**src/rtl/hilo_muldiv_ctrl_if.sv**
```systemverilog
// HI/LO sequencer bus: decode-side op issue, MTHI/MTLO writes, MFHI/MFLO reads and status.
interface hilo_muldiv_ctrl_if #(
  parameter int unsigned WIDTH = 32
);
  logic             start;
  logic [1:0]       op;
  logic [WIDTH-1:0] a;
  logic [WIDTH-1:0] b;
  logic             mt_en;
  logic             mt_sel;
  logic [WIDTH-1:0] mt_data;
  logic             rd_en;
  logic             rd_sel;
  logic [WIDTH-1:0] rd_data;
  logic             stall;
  logic             busy;
  logic             done;
  logic [WIDTH-1:0] hi;
  logic [WIDTH-1:0] lo;

  // Decode side.
  modport master (
    output start, op, a, b, mt_en, mt_sel, mt_data, rd_en, rd_sel,
    input  rd_data, stall, busy, done, hi, lo
  );

  // HI/LO owner.
  modport slave (
    input  start, op, a, b, mt_en, mt_sel, mt_data, rd_en, rd_sel,
    output rd_data, stall, busy, done, hi, lo
  );
endinterface

```
**src/rtl/hilo_muldiv_ctrl.sv**
```systemverilog
// HI/LO register owner running iterative multiply/divide, one bit per cycle.
// Operands are reduced to magnitudes at issue and the sign is restored in a final fix-up cycle.
module hilo_muldiv_ctrl #(
  parameter int unsigned WIDTH = 32
) (
  input logic                clk,
  input logic                rst,
  hilo_muldiv_ctrl_if.slave  bus
);

  localparam int unsigned CntW = $clog2(WIDTH);

  localparam logic [1:0] StIdle = 2'd0;
  localparam logic [1:0] StRun  = 2'd1;
  localparam logic [1:0] StFix  = 2'd2;

  logic [1:0]       state_q, state_d;
  logic [CntW-1:0]  cnt_q, cnt_d;
  logic             is_div_q, is_div_d;
  logic             a_neg_q, a_neg_d;
  logic             b_neg_q, b_neg_d;
  logic             b_zero_q, b_zero_d;
  // Mult: acc = product high half, shreg = multiplier shifting out / product low half.
  // Div:  acc = partial remainder, shreg = dividend shifting out / quotient shifting in.
  logic [WIDTH-1:0] acc_q, acc_d;
  logic [WIDTH-1:0] shreg_q, shreg_d;
  logic [WIDTH-1:0] opnd_q, opnd_d;
  logic [WIDTH-1:0] hi_q, hi_d;
  logic [WIDTH-1:0] lo_q, lo_d;
  logic             done_q, done_d;

  logic             a_sign, b_sign;
  logic [WIDTH-1:0] a_mag, b_mag;
  logic [WIDTH:0]   mul_sum;
  logic [WIDTH:0]   rem_shift;
  logic             rem_ge;
  logic [WIDTH-1:0] rem_sub;

  assign a_sign = bus.op[0] & bus.a[WIDTH-1];
  assign b_sign = bus.op[0] & bus.b[WIDTH-1];
  assign a_mag  = a_sign ? -bus.a : bus.a;
  assign b_mag  = b_sign ? -bus.b : bus.b;

  assign mul_sum   = {1'b0, acc_q} + (shreg_q[0] ? {1'b0, opnd_q} : '0);
  assign rem_shift = {acc_q, shreg_q[WIDTH-1]};
  assign rem_ge    = rem_shift >= {1'b0, opnd_q};
  // Only used when rem_ge, so the difference always fits in WIDTH bits.
  assign rem_sub   = rem_shift[WIDTH-1:0] - opnd_q;

  // Next-state: issue, iterate, sign fix-up, and MTHI/MTLO writes while idle.
  always_comb begin
    state_d  = state_q;
    cnt_d    = cnt_q;
    is_div_d = is_div_q;
    a_neg_d  = a_neg_q;
    b_neg_d  = b_neg_q;
    b_zero_d = b_zero_q;
    acc_d    = acc_q;
    shreg_d  = shreg_q;
    opnd_d   = opnd_q;
    hi_d     = hi_q;
    lo_d     = lo_q;
    done_d   = 1'b0;
    unique case (state_q)
      StIdle: begin
        if (bus.mt_en) begin
          if (bus.mt_sel) lo_d = bus.mt_data;
          else            hi_d = bus.mt_data;
        end
        if (bus.start) begin
          state_d  = StRun;
          cnt_d    = '0;
          is_div_d = bus.op[1];
          a_neg_d  = a_sign;
          b_neg_d  = b_sign;
          b_zero_d = (bus.b == '0);
          acc_d    = '0;
          if (bus.op[1]) begin
            shreg_d = a_mag;
            opnd_d  = b_mag;
          end else begin
            shreg_d = b_mag;
            opnd_d  = a_mag;
          end
        end
      end
      StRun: begin
        if (is_div_q) begin
          // A zero divisor always "fits": quotient becomes all-ones, remainder becomes |a|.
          acc_d   = rem_ge ? rem_sub : rem_shift[WIDTH-1:0];
          shreg_d = {shreg_q[WIDTH-2:0], rem_ge};
        end else begin
          acc_d   = mul_sum[WIDTH:1];
          shreg_d = {mul_sum[0], shreg_q[WIDTH-1:1]};
        end
        cnt_d = cnt_q + CntW'(1);
        if (cnt_q == CntW'(WIDTH - 1)) state_d = StFix;
      end
      StFix: begin
        state_d = StIdle;
        done_d  = 1'b1;
        if (is_div_q) begin
          // Remainder carries the dividend sign; with b == 0 this restores a as issued.
          hi_d = a_neg_q ? -acc_q : acc_q;
          if (b_zero_q)               lo_d = '1;
          else if (a_neg_q ^ b_neg_q) lo_d = -shreg_q;
          else                        lo_d = shreg_q;
        end else begin
          {hi_d, lo_d} = (a_neg_q ^ b_neg_q) ? -{acc_q, shreg_q} : {acc_q, shreg_q};
        end
      end
      default: state_d = StIdle;
    endcase
  end

  // State registers; reset discards any in-flight op.
  always_ff @(posedge clk or negedge rst) begin
    if (!rst) begin
      state_q  <= StIdle;
      cnt_q    <= '0;
      is_div_q <= 1'b0;
      a_neg_q  <= 1'b0;
      b_neg_q  <= 1'b0;
      b_zero_q <= 1'b0;
      acc_q    <= '0;
      shreg_q  <= '0;
      opnd_q   <= '0;
      hi_q     <= '0;
      lo_q     <= '0;
      done_q   <= 1'b0;
    end else begin
      state_q  <= state_d;
      cnt_q    <= cnt_d;
      is_div_q <= is_div_d;
      a_neg_q  <= a_neg_d;
      b_neg_q  <= b_neg_d;
      b_zero_q <= b_zero_d;
      acc_q    <= acc_d;
      shreg_q  <= shreg_d;
      opnd_q   <= opnd_d;
      hi_q     <= hi_d;
      lo_q     <= lo_d;
      done_q   <= done_d;
    end
  end

  assign bus.busy    = (state_q != StIdle);
  assign bus.stall   = (bus.rd_en | bus.mt_en) & bus.busy;
  assign bus.rd_data = bus.rd_sel ? lo_q : hi_q;
  assign bus.done    = done_q;
  assign bus.hi      = hi_q;
  assign bus.lo      = lo_q;

endmodule
```
**src/flat_wrapper.sv**
```systemverilog
// flat-port wrapper written by rule: the top's interface ports become plain ports
module hilo_muldiv_ctrl_flat 
#(
  parameter int unsigned WIDTH = 32
)
  (clk, rst, bus_start, bus_op, bus_a, bus_b, bus_mt_en, bus_mt_sel, bus_mt_data, bus_rd_en, bus_rd_sel, bus_rd_data, bus_stall, bus_busy, bus_done, bus_hi, bus_lo);
  hilo_muldiv_ctrl_if #(.WIDTH(WIDTH)) bus_i ();
  input logic clk;
  input logic rst;
  input wire logic [$bits(bus_i.start)-1:0] bus_start;
  input wire logic [$bits(bus_i.op)-1:0] bus_op;
  input wire logic [$bits(bus_i.a)-1:0] bus_a;
  input wire logic [$bits(bus_i.b)-1:0] bus_b;
  input wire logic [$bits(bus_i.mt_en)-1:0] bus_mt_en;
  input wire logic [$bits(bus_i.mt_sel)-1:0] bus_mt_sel;
  input wire logic [$bits(bus_i.mt_data)-1:0] bus_mt_data;
  input wire logic [$bits(bus_i.rd_en)-1:0] bus_rd_en;
  input wire logic [$bits(bus_i.rd_sel)-1:0] bus_rd_sel;
  output wire logic [$bits(bus_i.rd_data)-1:0] bus_rd_data;
  output wire logic [$bits(bus_i.stall)-1:0] bus_stall;
  output wire logic [$bits(bus_i.busy)-1:0] bus_busy;
  output wire logic [$bits(bus_i.done)-1:0] bus_done;
  output wire logic [$bits(bus_i.hi)-1:0] bus_hi;
  output wire logic [$bits(bus_i.lo)-1:0] bus_lo;
  assign bus_i.start = bus_start;
  assign bus_i.op = bus_op;
  assign bus_i.a = bus_a;
  assign bus_i.b = bus_b;
  assign bus_i.mt_en = bus_mt_en;
  assign bus_i.mt_sel = bus_mt_sel;
  assign bus_i.mt_data = bus_mt_data;
  assign bus_i.rd_en = bus_rd_en;
  assign bus_i.rd_sel = bus_rd_sel;
  assign bus_rd_data = bus_i.rd_data;
  assign bus_stall = bus_i.stall;
  assign bus_busy = bus_i.busy;
  assign bus_done = bus_i.done;
  assign bus_hi = bus_i.hi;
  assign bus_lo = bus_i.lo;
  hilo_muldiv_ctrl #(.WIDTH(WIDTH)) u_core (.clk(clk), .rst(rst), .bus(bus_i));
endmodule
```
**config.mk**
```make
export PLATFORM = sky130hd
export DESIGN_NAME = hilo_muldiv_ctrl_flat
export DESIGN_NICKNAME = d
export VERILOG_FILES = /design/src/rtl/hilo_muldiv_ctrl_if.sv /design/src/rtl/hilo_muldiv_ctrl.sv /design/src/flat_wrapper.sv
export SDC_FILE = /design/constraint.sdc
export NUM_CORES = 1
export LEC_CHECK = 0
export ABC_AREA = 1
export BUFFER_PORTS_ARGS = -buffer_cell sky130_fd_sc_hd__buf_4
export CORE_MARGIN = 4
export CORE_UTILIZATION = 35
export DETAILED_ROUTE_END_ITERATION = 8
export GPL_TIMING_DRIVEN = 1
export MAX_ROUTING_LAYER = met4
export PLACE_DENSITY_LB_ADDON = 0.3
export SLEW_MARGIN = 20
export SYNTH_ARGS = -nofsm -noshare
export SYNTH_HDL_FRONTEND = slang
export SYNTH_SLANG_ARGS = --single-unit
```
**constraint.sdc**
```tcl
create_clock -name clk -period 3.27 [get_ports clk]
set_input_delay 0.654 -clock clk [delete_from_list [all_inputs] [get_ports clk]]
set_output_delay 0.654 -clock clk [all_outputs]
set_load 0.03 [all_outputs]
```
==> results.toml <==
[synth]
synth_top_family_by_area = "simple AND/OR/NAND/NOR gates"
yosysMostFrequentCell = "nand2_1"
synthSimpleGateAreaFrac = 0.4132
seq_area_frac_synth = 0.2283
synth_top_area_cell = "dfrtp_1"
yosys.area.top_type_share = 0.2283
synth.distinct_cells = 53
ys_ff_latch = 172
synthAdderAreaFrac = 0.04858
synthesis.area_sq_um = 18850
muxShareOfSynthArea = 0.01314
synth_nets = 3419
synth_area_leaders = "dfrtp_1 (23%), nand2_1 (19%), nand3_1 (9.2%), inv_1 (8.8%), nor2_1 (7.4%)"
yosysWarnings = 0
synth-xor-area-share = 0.03159
async_flop_share = 1.000
synth_ff_type = "dfrtp_1"
synth_edf_count = 0
syn_avg_cell_area_sq_um = 5.816
synth-compound-area-share = 0.1490
synth_top_cells_by_count = "nand2_1 (968), inv_1 (440), nor2_1 (371)"
syn-instance-count = 3242

[global_route]
antenna_found_initial = 1
grt-ovfl-total = 0
grt_max_degree = 94
grt_use_total = 0.2879
grt_pass1_wl_mm = 123.2
grt_pass1_vias = 20080

[route]
vias_per_cell = 5.427
wl_met2_mm = 34.83
first_pass_iters = 6
ant_nets = 0
route.met3.wl_mm = 7.915
top_layer = "met4"
wl_per_cell_um = 20.11
routedLengthMet1_mm = 36.65
routed_wirelength_mm = 82.85
drt-initial-drc-count = 2442
drcViolationCount = 0
vias = 22360

[clock_tree]
cts_root_buf = "clkbuf_16"
cts_made_buffers = 17
ctsHtreeMaxLevel = 4
clock_path_buffers = 2
cts_tree = "done"
cts_resized = 0
hold_buffers = 0
post-cts-setup-buffer-count = 0
cts_sinks = 172
clk_pin_slew_ps = 80
worst_skew_pair.late_latency_ps = 480

[power]
vdd_drop_max_mv = 0.5574
p_per_area_nw_per_um2 = 1208
finalPower_mw = 26.50
p_leak_nw = 11.15

[min_path]
hp-class = "input pin to asynchronous set/reset pin"

[timing]
rsz0062_at_grt = "false"
fin_skew_ps = 21.35
drv_slew = 0
relSlewSlack = 0.3303
period_needed_ps = 2975
finalCritPeriodShare = 0.9097
setup_tns_ps = 0
finalSetupViolCount = 0
fin_hold_ws_ps = 56.96
worstMarginPinSlew_ps = 998.3
hold_viol_final = 0
fmax_ghz = 0.3362

[die]
die_w_um = 240.1
io_pins = 204
fp.coreArea_sq_um = 52970
fp.dieH_um = 240.1
die-area_sq_um = 57650
start_util = 0.3559
num_rows = 84

[layout]
syn_to_final_growth_pct = 16.34
drive_gt1_frac = 0.1137
stdcell_count = 4120
nFillCells = 5907
post-route-util = 0.4141
final_nets = 3595

[worst_setup_path]
critPathMaxFanout = 23
start_kind = "flop"
cp.arrival_ps = 3340
rr_worst_depth = 16
required_ps = 3640
path_class = "flop to flop"
end_kind = "flop"

[place]
dp.cells = 4087
dp_hpwl_mm = 67.67
gp_congestion = 1.069
place.port_buffers = 203

[run]
cap_violations = 0

[outcome]
status = "completed"
## kinds of logic after synthesis
family                     count (synthesis)
and+or+nand+nor                         1837
buffers and inverters                    567
AOI/OAI and AO/OA                        504
DFF                                      172
adders and majority gates                 72
xor gates and xnor gates                  68
muxes                                     22
## power by group
group / total [mW] / switching [mW] / internal, mW
Sequential: 4.56 / 1.34 / 3.22
Clock: 2.23 / 1.11 / 1.13
Combinational: 19.7 / 13.3 / 6.44
## state kept, by name (all words and copies together), names as in the netlist
| signal | flops |
|---|---|
| u_core.state_q | 2 |
| u_core.opnd_q | 32 |
| u_core.b_neg_q | 1 |
| u_core.b_zero_q | 1 |
| u_core.is_div_q | 1 |
| u_core.cnt_q | 5 |
| u_core.a_neg_q | 1 |
| u_core.bus.lo | 32 |
| u_core.shreg_q | 32 |
| u_core.acc_q | 32 |
| u_core.bus.hi | 32 |
| u_core.bus.done | 1 |
## cell usage in the layout, fill, tap and decap left out, drive strengths merged, types with 19 or more instances in the layout
master    n
nand2   981
inv     459
nor2    388
nand3   353
buf     268
a21oi   202
o21ai   193
dfrtp   172
ha       70
xor2     45
nand4    41
nor3     29
o211ai   25
xnor2    23
mux2     22
clkbuf   20
nand3b   19
## layout make-up
class,instances,area [sq um],share of cell area
clock inverters,13,172.7,0.007871
clock buffers,19,442.9,0.02019
repair buffers,269,2051,0.09349
flip-flops and latches,172,4308,0.1964
multi-input cells,2503,12390,0.5649
well taps,688,860.8,0.03924
diodes,1,2.502,0.0001141
inverters,455,1708,0.07786
## layer usage
layer / up-vias / GRT usage
li1: 10810 / -
met2: 1068 / 0.4083
met1: 10350 / 0.4106
met4: 0 / 0.1088
met5: - / -
met3: 135 / 0.04726
## worst paths after layout
kind	slack, ps	endpoint	startpoint
worst max-delay path	300	u_core.acc_q[28]	u_core.shreg_q[0]
max in group asynchronous	2390	u_core.bus.hi[9]	rst
worst min register to register	480	u_core.cnt_q[3]	u_core.cnt_q[3]
worst min-delay path	60	u_core.opnd_q[24]	rst
min in group clk	460	u_core.bus.hi[20]	bus_mt_data[20]
worst max register to register	300	u_core.acc_q[28]	u_core.shreg_q[0]
## stage by stage
step	setup slack, ps	instance area, sq um
3_3_place_gp	444.3	21320
4_1_cts	429.7	21930
6_report	295.3	21940
2_1_floorplan	674.5	18850
5_1_grt	89.81	21940
3_5_place_dp	450.7	21320
## critical path: stages, from the launching register on
cell and delay [ps]:
dfrtp_1 350, buf_4 170, buf_4 310, nand2_1 240, inv_1 110, ha_1 300
a21oi_1 310, o21ai_0 170, nand2b_1 200, a21oi_1 180, nand2_1 70, nand2_1 60
nand3_1 140, nand2_1 100, inv_1 50, nand2_1 50, nand2_1 50
Note: power is estimated with default switching activity, not from simulation.
